--- config.mk ---
export PLATFORM = sky130hd
export DESIGN_NAME = mskaes_128bits_lin_stage
export DESIGN_NICKNAME = d
export VERILOG_FILES = /design/src/rtl/mskaes_128bits_lin_stage.sv
export SDC_FILE = /design/constraint.sdc
export NUM_CORES = 2
export LEC_CHECK = 0
export BUFFER_PORTS_ARGS = -buffer_cell sky130_fd_sc_hd__buf_2
export CORE_AREA = 2 2 304 306
export DETAILED_ROUTE_END_ITERATION = 16
export DIE_AREA = 0 0 306 308
export PLACE_DENSITY = 0.68
export RECOVER_POWER = 50
export SYNTH_ARGS = -nofsm -noshare
export SYNTH_HDL_FRONTEND = slang
export SYNTH_SLANG_ARGS = --single-unit
--- constraint.sdc ---
create_clock -name clk -period 2.2 [get_ports clk]
set_clock_uncertainty 0.2 [all_clocks]
set_input_delay 0.22 -clock clk [delete_from_list [all_inputs] [get_ports clk]]
set_output_delay 0.22 -clock clk [all_outputs]
set_load 0.1 [all_outputs]
--- src/rtl/mskaes_128bits_lin_stage.sv ---
`default_nettype none
// ============================================================================
//  Module   : mskaes_128bits_lin_stage
//  Brief    : Masked AES-128 linear round stage. Applies ShiftRows,
//             MixColumns (skipped in the final round) and AddRoundKey
//             independently on every share. The result goes out through a
//             registered output with a 2-entry skid buffer. A round counter
//             tags the ciphertext beat.
//  Revision : 1.0 - initial release
// ============================================================================
module mskaes_128bits_lin_stage #(
   parameter int D       = 2,   // number of shares
   parameter int NROUNDS = 10   // AES rounds per block
) (
   input  logic                 clk,
   input  logic                 nrst,
   input  logic                 start,
   input  logic                 in_valid,
   output logic                 in_ready,
   input  logic [128*D-1:0]     sh_state_in,
   input  logic [128*D-1:0]     sh_rkey_in,
   output logic                 out_valid,
   input  logic                 out_ready,
   output logic [128*D-1:0]     sh_state_out,
   output logic                 out_last,
   output logic [3:0]           round_idx
);

   localparam logic [3:0] C_LAST_ROUND = 4'(NROUNDS);

   typedef enum logic [0:0] {
      S_IDLE = 1'b0,
      S_RUN  = 1'b1
   } state_t;

   state_t                   r_state, w_state_nxt;
   logic [3:0]               r_round, w_round_nxt;

   logic                     w_accept;
   logic                     w_final;
   logic                     w_push;

   // Per-share byte views: [share][byte][bit]
   logic [D-1:0][15:0][7:0]  w_in_b, w_key_b, w_sr_b, w_mc_b, w_res_b;
   logic [128*D-1:0]         w_res_pk;

   logic [128*D-1:0]         r_main, r_skid;
   logic                     r_main_valid, r_skid_valid;
   logic                     r_main_last, r_skid_last;

   // GF(2^8) multiply by x, reduction polynomial 0x11B
   function automatic logic [7:0] xt(input logic [7:0] a);
      return {a[6:0], 1'b0} ^ (a[7] ? 8'h1b : 8'h00);
   endfunction

   assign w_accept = in_valid & in_ready;
   assign w_final  = (r_round == C_LAST_ROUND);
   // A beat accepted in IDLE belongs to no block and is silently dropped
   assign w_push   = w_accept & (r_state == S_RUN);

   // Bit-level unpack/repack between the interleaved-share bus and per-share bytes
   for (genvar s = 0; s < D; s++) begin : g_share
      for (genvar i = 0; i < 16; i++) begin : g_byte
         for (genvar b = 0; b < 8; b++) begin : g_bit
            assign w_in_b[s][i][b]          = sh_state_in[8*D*i + D*b + s];
            assign w_key_b[s][i][b]         = sh_rkey_in[8*D*i + D*b + s];
            assign w_res_pk[8*D*i + D*b + s] = w_res_b[s][i][b];
         end
         // ShiftRows: out(r,c) = in(r,(c+r)%4), byte index = r + 4c
         assign w_sr_b[s][i] = w_in_b[s][(i % 4) + 4 * (((i / 4) + (i % 4)) % 4)];
         // Final round skips MixColumns; the key is always added
         assign w_res_b[s][i] = (w_final ? w_sr_b[s][i] : w_mc_b[s][i]) ^ w_key_b[s][i];
      end
      // MixColumns, circulant [2 3 1 1], computed from this share only
      for (genvar c = 0; c < 4; c++) begin : g_col
         assign w_mc_b[s][4*c+0] = xt(w_sr_b[s][4*c+0]) ^ xt(w_sr_b[s][4*c+1]) ^ w_sr_b[s][4*c+1]
                                 ^ w_sr_b[s][4*c+2] ^ w_sr_b[s][4*c+3];
         assign w_mc_b[s][4*c+1] = w_sr_b[s][4*c+0] ^ xt(w_sr_b[s][4*c+1]) ^ xt(w_sr_b[s][4*c+2])
                                 ^ w_sr_b[s][4*c+2] ^ w_sr_b[s][4*c+3];
         assign w_mc_b[s][4*c+2] = w_sr_b[s][4*c+0] ^ w_sr_b[s][4*c+1] ^ xt(w_sr_b[s][4*c+2])
                                 ^ xt(w_sr_b[s][4*c+3]) ^ w_sr_b[s][4*c+3];
         assign w_mc_b[s][4*c+3] = xt(w_sr_b[s][4*c+0]) ^ w_sr_b[s][4*c+0] ^ w_sr_b[s][4*c+1]
                                 ^ w_sr_b[s][4*c+2] ^ xt(w_sr_b[s][4*c+3]);
      end
   end

   // Round counter state register
   always_ff @(posedge clk or negedge nrst) begin
      if (!nrst) begin
         r_state <= S_IDLE;
         r_round <= 4'd1;
      end else begin
         r_state <= w_state_nxt;
         r_round <= w_round_nxt;
      end
   end

   // Next-state: an accept uses the current round; start then overrides the counter
   always_comb begin
      w_state_nxt = r_state;
      w_round_nxt = r_round;
      if (w_push) begin
         if (w_final) begin
            w_state_nxt = S_IDLE;          // counter saturates at the last round
         end else begin
            w_round_nxt = r_round + 4'd1;
         end
      end
      if (start) begin
         w_state_nxt = S_RUN;
         w_round_nxt = 4'd1;
      end
   end

   // Output register plus skid entry, drained in FIFO order
   always_ff @(posedge clk or negedge nrst) begin
      if (!nrst) begin
         r_main       <= '0;
         r_main_valid <= 1'b0;
         r_main_last  <= 1'b0;
         r_skid       <= '0;
         r_skid_valid <= 1'b0;
         r_skid_last  <= 1'b0;
      end else if (r_skid_valid) begin
         // in_ready is low here, so no new beat can arrive
         if (out_ready) begin
            r_main       <= r_skid;
            r_main_last  <= r_skid_last;
            r_skid_valid <= 1'b0;
         end
      end else if (w_push) begin
         if (!r_main_valid || out_ready) begin
            r_main       <= w_res_pk;
            r_main_last  <= w_final;
            r_main_valid <= 1'b1;
         end else begin
            r_skid       <= w_res_pk;
            r_skid_last  <= w_final;
            r_skid_valid <= 1'b1;
         end
      end else if (out_ready) begin
         r_main_valid <= 1'b0;
      end
   end

   assign in_ready     = !r_skid_valid;
   assign out_valid    = r_main_valid;
   assign sh_state_out = r_main;
   assign out_last     = r_main_last;
   assign round_idx    = r_round;

endmodule
`default_nettype wire

# --- Yosys cells after proc, flatten, opt, wreduce, memory -nomap -nowiden ---
# Cells that the tools add are included.
op_classes:
  n_addsub: 1
  mux: 85
  reduce_logical: 13
  bitwise: 196
  eq_ne: 4
op_table:
  columns: ["cell", "n"]
  rows:
  - ["bitwise XOR 8 bit", 160]
  - ["2-to-1 mux 256 bit", 4]
  - ["2-to-1 mux 8 bit", 32]
  - ["bitwise XOR 8 x 5 -> 8 bit", 32]
  - ["2-to-1 mux 5 bit", 32]
  - ["2-to-1 mux 1 bit", 14]
  - ["2-to-1 mux 4 bit", 3]
  - ["nonzero test 2 bit", 5]
  - ["AND reduction 3 bit", 3]
  - ["adder 4 x 1 -> 4 bit (second input constant)", 1]
  - ["== test 4 bit (second input constant)", 1]
  - ["inequality test 2 bit (second input constant)", 2]
  - ["AND reduction 2 bit", 2]
  - ["bitwise AND 1 bit", 2]
  - ["logical NOT 1 bit", 2]
  - ["inequality test 2 x 1 -> 1 bit (second input constant)", 1]
  - ["NOT 1 bit", 2]
  - ["logical OR 1 bit", 1]
word_totals:
  output_inout_bits: 263
  reg_bits: 521
  inputBits: 517

# --- Longest topological paths before layout ---
logic_depth:
  depth_word: 11
  mapped_depth: 10
  mapped_depth_nobuf: 7

# --- Worst setup path after synthesis ---
# No wires, ideal clock.
synth_timing:
  kind: "reg-to-reg"
  start: "register r_round[0] (netlist: round_idx[0])"
  end: "register r_main[100] (netlist: sh_state_out[100])"
  period_less_slack_ps: 2853
  stages_incl_launch_ff: 10
  n_path_buf: 3
  arrival_ps: 2525
  required_ps: 1872
  setup_time_ps: 128
  slack_ps: -653
  cell_sequence: "dfstp_2 inv_1 ha_1 nand3b_1 buf_2 buf_2 buf_2 mux2i_1 mux2i_1 nand3_1"
synth_via:
  elab_chain_len: 6
synth_lines:
  columns: ["item", "line", "rtl"]
  rows:
  - ["start, declared", "37", "logic [3:0] r_round, w_round_nxt;"]
  - ["start signal, assigned", "94", "r_round <= w_round_nxt;"]
  - ["== test 4 bit", "57", "assign w_final = (r_round == C_LAST_ROUND);"]
  - ["2-to-1 mux 8 bit", "72", "assign w_res_b[s][i] = (w_final ? w_sr_b[s][i] : w_mc_b[s][i]) ^ w_key_b[s][i];"]
  - ["bitwise XOR 8 bit", "72", null]
  - ["2-to-1 mux 256 bit", "132", "if (!r_main_valid || out_ready) begin"]
  - ["2-to-1 mux 256 bit", "131", "end else if (w_push) begin"]
  - ["2-to-1 mux 256 bit", "124", "end else if (r_skid_valid) begin"]
  - ["end signal, assigned", "127", "r_main <= r_skid;"]
  - ["end signal, assigned", "133", "r_main <= w_res_pk;"]
  - ["end, declared", "47", "logic [128*D-1:0] r_main, r_skid;"]
# No other way between the ends. The select of a mux whose other input is x is not followed.
# A chain may end at the register's enable or synchronous reset.

# --- Worst setup path after layout ---
layout_timing:
  start: "register r_round[0] (netlist: round_idx[0])"
  end: "register r_main[48] (netlist: sh_state_out[48])"
# Same word-level chain as after synthesis.

==> results.cfg <==
[sta]
fin_crit_ns = 2.61
finalMaxSlewViolations = 0
timing.final.hold_violations = 0
holdWs_ns = 0.0176
tightestPinTransition_ns = 1.26
fin_crit_sh_pct = 119
rsz0062_at_grt = yes
timing.final.ws_setup_ns = -0.408
setup_viol = 509
slew-limit-headroom_pct = 15.7
fmax_ghz = 0.383

[pwr]
seqPwrFrac_pct = 25.4
switchingPower_w = 0.0343
swShare_pct = 52.3
p_leak_nw = 28.9
finalPower_w = 0.0655
peakVddDrop_v = 0.00129
clockPowerShare_pct = 17.6
comb_power_share_pct = 57.0
internal_power_w = 0.0312
p_per_area_mw_per_mm2 = 1120

[grt]
grt_pass1_vias = 38820
grt_start_max_net_pins = 204
grt_pass1_wl_um = 238000
grt_usage_pct = 32.9
overflow = 0
antenna_found_initial = 25

[routing]
route.antenna.remaining_nets = 0
vias = 39158
via_per_inst = 5.84
drc_errors = 0
avgRoutedWirePerCell_um = 23.9
firstDrtPassIters = 8
drt_iter0_markers = 4143
wirelength_um = 160000

[cts]
clkTransAtPathRegs_ns = 0.06
cts_made_buffers = 67
clock_path_buffers = 3
ctsRootBufferMaster = clkbuf_16
cts.sinks = 521
cts_tree = built
h-tree-depth = 3
clk_latency_ns = 0.64

[yosys]
seq_area_frac_synth_pct = 31.2
synth-edff-count = 0
syn-num-nets = 4721
yosys_register_bits = 521
synth_common_cells = 524 x nand2_1, 520 x dfrtp_1, 329 x mux2i_1, 320 x xnor2_1, 305 x xor2_1
synth_top_area_cell = dfrtp_1
yosysUniqueCellTypes = 55
avgSynthCellArea_um2 = 9.94
synth_top_area_share_pct = 31.2
syn-cell-area_mm2 = 0.0418
yosysMostFrequentCell = nand2_1
synth_cells = 4202
synthArstFlopShare_pct = 100
synthFlopType = dfrtp_1
synth.area.top_cells = dfrtp_1 31%, xnor3_1 15%, mux2i_1 7.9%
synth_warnings = 0

[setup_path]
crit_buf_inv = 5
crit_type = reg -> reg
max_stage_delay_ns = 0.63
worstReg2RegEnd = sh_state_out[48]$_DFFE_PN0P_
worstPathCellList = inv_4 -> ha_4 -> nand3b_1 -> buf_6 -> buf_12 -> buf_12 -> mux2i_1 -> buf_4 -> mux2i_1 -> nand3_1
slowest_stage = dfstp_4
crit_arrival_ns = 2.93
r2r-start = round_idx[0]$_DFFE_PN1P_
critPathTopFamily = buffers and inverters
worstPathRequired_ns = 2.52
start_kind = register
rr_worst_depth = 10
r2r_slack_ns = -0.41
endpoint_kind = register
critPathMaxFanout = 19

[place]
pre_cts_ws_ns = -0.631
finalWeightedCongestion = 0.925
io_buffer_count = 779
placed_area_mm2 = 0.0499
dp_hpwl_um = 111000

[finish]
nets = 5968
n_fill_cell = 6844
fin_util_pct = 64.3
drive_gt1_share_pct = 27.3
final_area_mm2 = 0.0584
syn2layout_area_growth_pct = 39.9

[min_path]
hp-start = sh_state_in[175]
hold_path_depth = 5
whs_endpoint = sh_state_out[47]$_DFFE_PN0P_
min_path_type = in -> reg

[floorplan]
num_rows = 111
dieWidth_um = 306
initial_core_util_pct = 45.9
io_pins = 780
core_area_mm2 = 0.0910
die_h_um = 308
die-area_mm2 = 0.0942

[status]
status = finished, violations left
failed_checks = setup timing

[job]
cap_viol_max_count = 0
power groups by stage:
| stage | registers [W] | clock network, W | logic (W) |
|---|---|---|---|
| after floorplan | 0.0310 | 0 | 0.0130 |
| after detailed placement | 0.0166 | 0 | 0.0358 |
| after CTS | 0.0165 | 0.0116 | 0.0367 |
| after global placement | 0.0165 | 0 | 0.0354 |
| final | 0.0166 | 0.0115 | 0.0373 |
| after global routing | 0.0170 | 0.0120 | 0.0391 |
through the flow:
step           TNS, ns  std cells
2_1_floorplan  -131.06       4202
3_3_place_gp    -94.62       6041
3_5_place_dp   -105.84       6041
4_1_cts        -105.32       6666
5_1_grt        -148.70       6701
6_report       -101.68       6709
worst max path at each step:
| stage | cells past startpoint | end | slack, ns | from |
|---|---|---|---|---|
| floorplan | 9 | sh_state_out[144]$_DFFE_PN0P_ | -0.35 | round_idx[0]$_DFFE_PN1P_ |
| global placement | 9 | sh_state_out[181]$_DFFE_PN0P_ | -0.59 | round_idx[0]$_DFFE_PN1P_ |
| detailed placement | 9 | sh_state_out[181]$_DFFE_PN0P_ | -0.63 | round_idx[0]$_DFFE_PN1P_ |
| CTS | 10 | r_skid[18]$_DFFE_PN0P_ | -0.35 | round_idx[0]$_DFFE_PN1P_ |
| global route | 11 | sh_state_out[186]$_DFFE_PN0P_ | -0.48 | round_idx[0]$_DFFE_PN1P_ |
| finish | 10 | sh_state_out[48]$_DFFE_PN0P_ | -0.41 | round_idx[0]$_DFFE_PN1P_ |
layout by cell type, fill, tap and decap left out, types with 25 or more instances in the layout:
cell type      netlist  final
o31ai_1             41     39
dlygate4sd3_1        0    489
xor2_1             305    304
and3_1             158    155
inv_1               42     40
mux2i_1            329    233
diode_2              0     25
nand2_1            524    522
xor3_1              62     62
o21ai_1             24     91
o21ai_0            205    137
nor3_1             248    213
mux2i_4              0     84
nor2_1              56     53
o21a_1              40     39
o221ai_2             0     72
o31a_1              39     39
xnor2_1            320    320
buf_4                7    217
nand3_1            255    255
dfrtp_1            520    515
clkbuf_16            0     73
nor3_2               0     32
a21oi_1             94     93
xnor3_1            273    273
buf_12               0     65
buf_2              121    777
worst reg2reg max path, stage by stage (launching register included):
cell	delay, ns
dfstp_4	0.63
inv_4	0.04
ha_4	0.15
nand3b_1	0.11
buf_6	0.13
buf_12	0.20
buf_12	0.23
mux2i_1	0.29
buf_4	0.18
mux2i_1	0.21
nand3_1	0.11
per-layer routing:
layer | part of all wire, % | global-route usage (%)
met5 | 0.034 | 0
met4 | 6.1 | 18.2
met3 | 8.6 | 6.12
met2 | 46 | 52.5
met1 | 39 | 42.5
state kept, by name, summed over array words and instances, names as in the netlist:
register	flops
sh_state_out	256
r_skid_last	1
out_valid	1
out_last	1
r_state	1
r_skid_valid	1
r_skid	256
round_idx	4
cell families after synthesis:
logic type / count (synthesis) / share of synthesized area [%]
AO/OA/AOI/OAI: 596 / 9.31
XOR/XNOR: 982 / 32.2
adder cells (fa/ha/maj): 2 / 0.0599
buffers and inverters: 460 / 4.59
flip-flops: 521 / 31.2
multiplexers: 329 / 7.88
AND/OR/NAND/NOR: 1312 / 14.7
cell type report:
cell class	instances	area, um2	share of cell area, %
inverter	42	163	0.278
clock inverter	23	259	0.443
sequential	521	13100	22.3
tap	1186	1480	2.54
clock buffer	95	1970	3.38
multi-input combinational	3221	29000	49.7
timing repair buffer	1596	12400	21.3
antenna	25	62.6	0.107
timing repair:
item                                     CTS  global route
gates cloned                               6             4
setup buffers                             12            15
endpoints found under the setup margin   507           515
resized for setup                         93           101
endpoints found under the hold margin   1038             0
hold buffers                             490             0
pin swaps                                 31            22
Power figures use the tool's default switching activity.
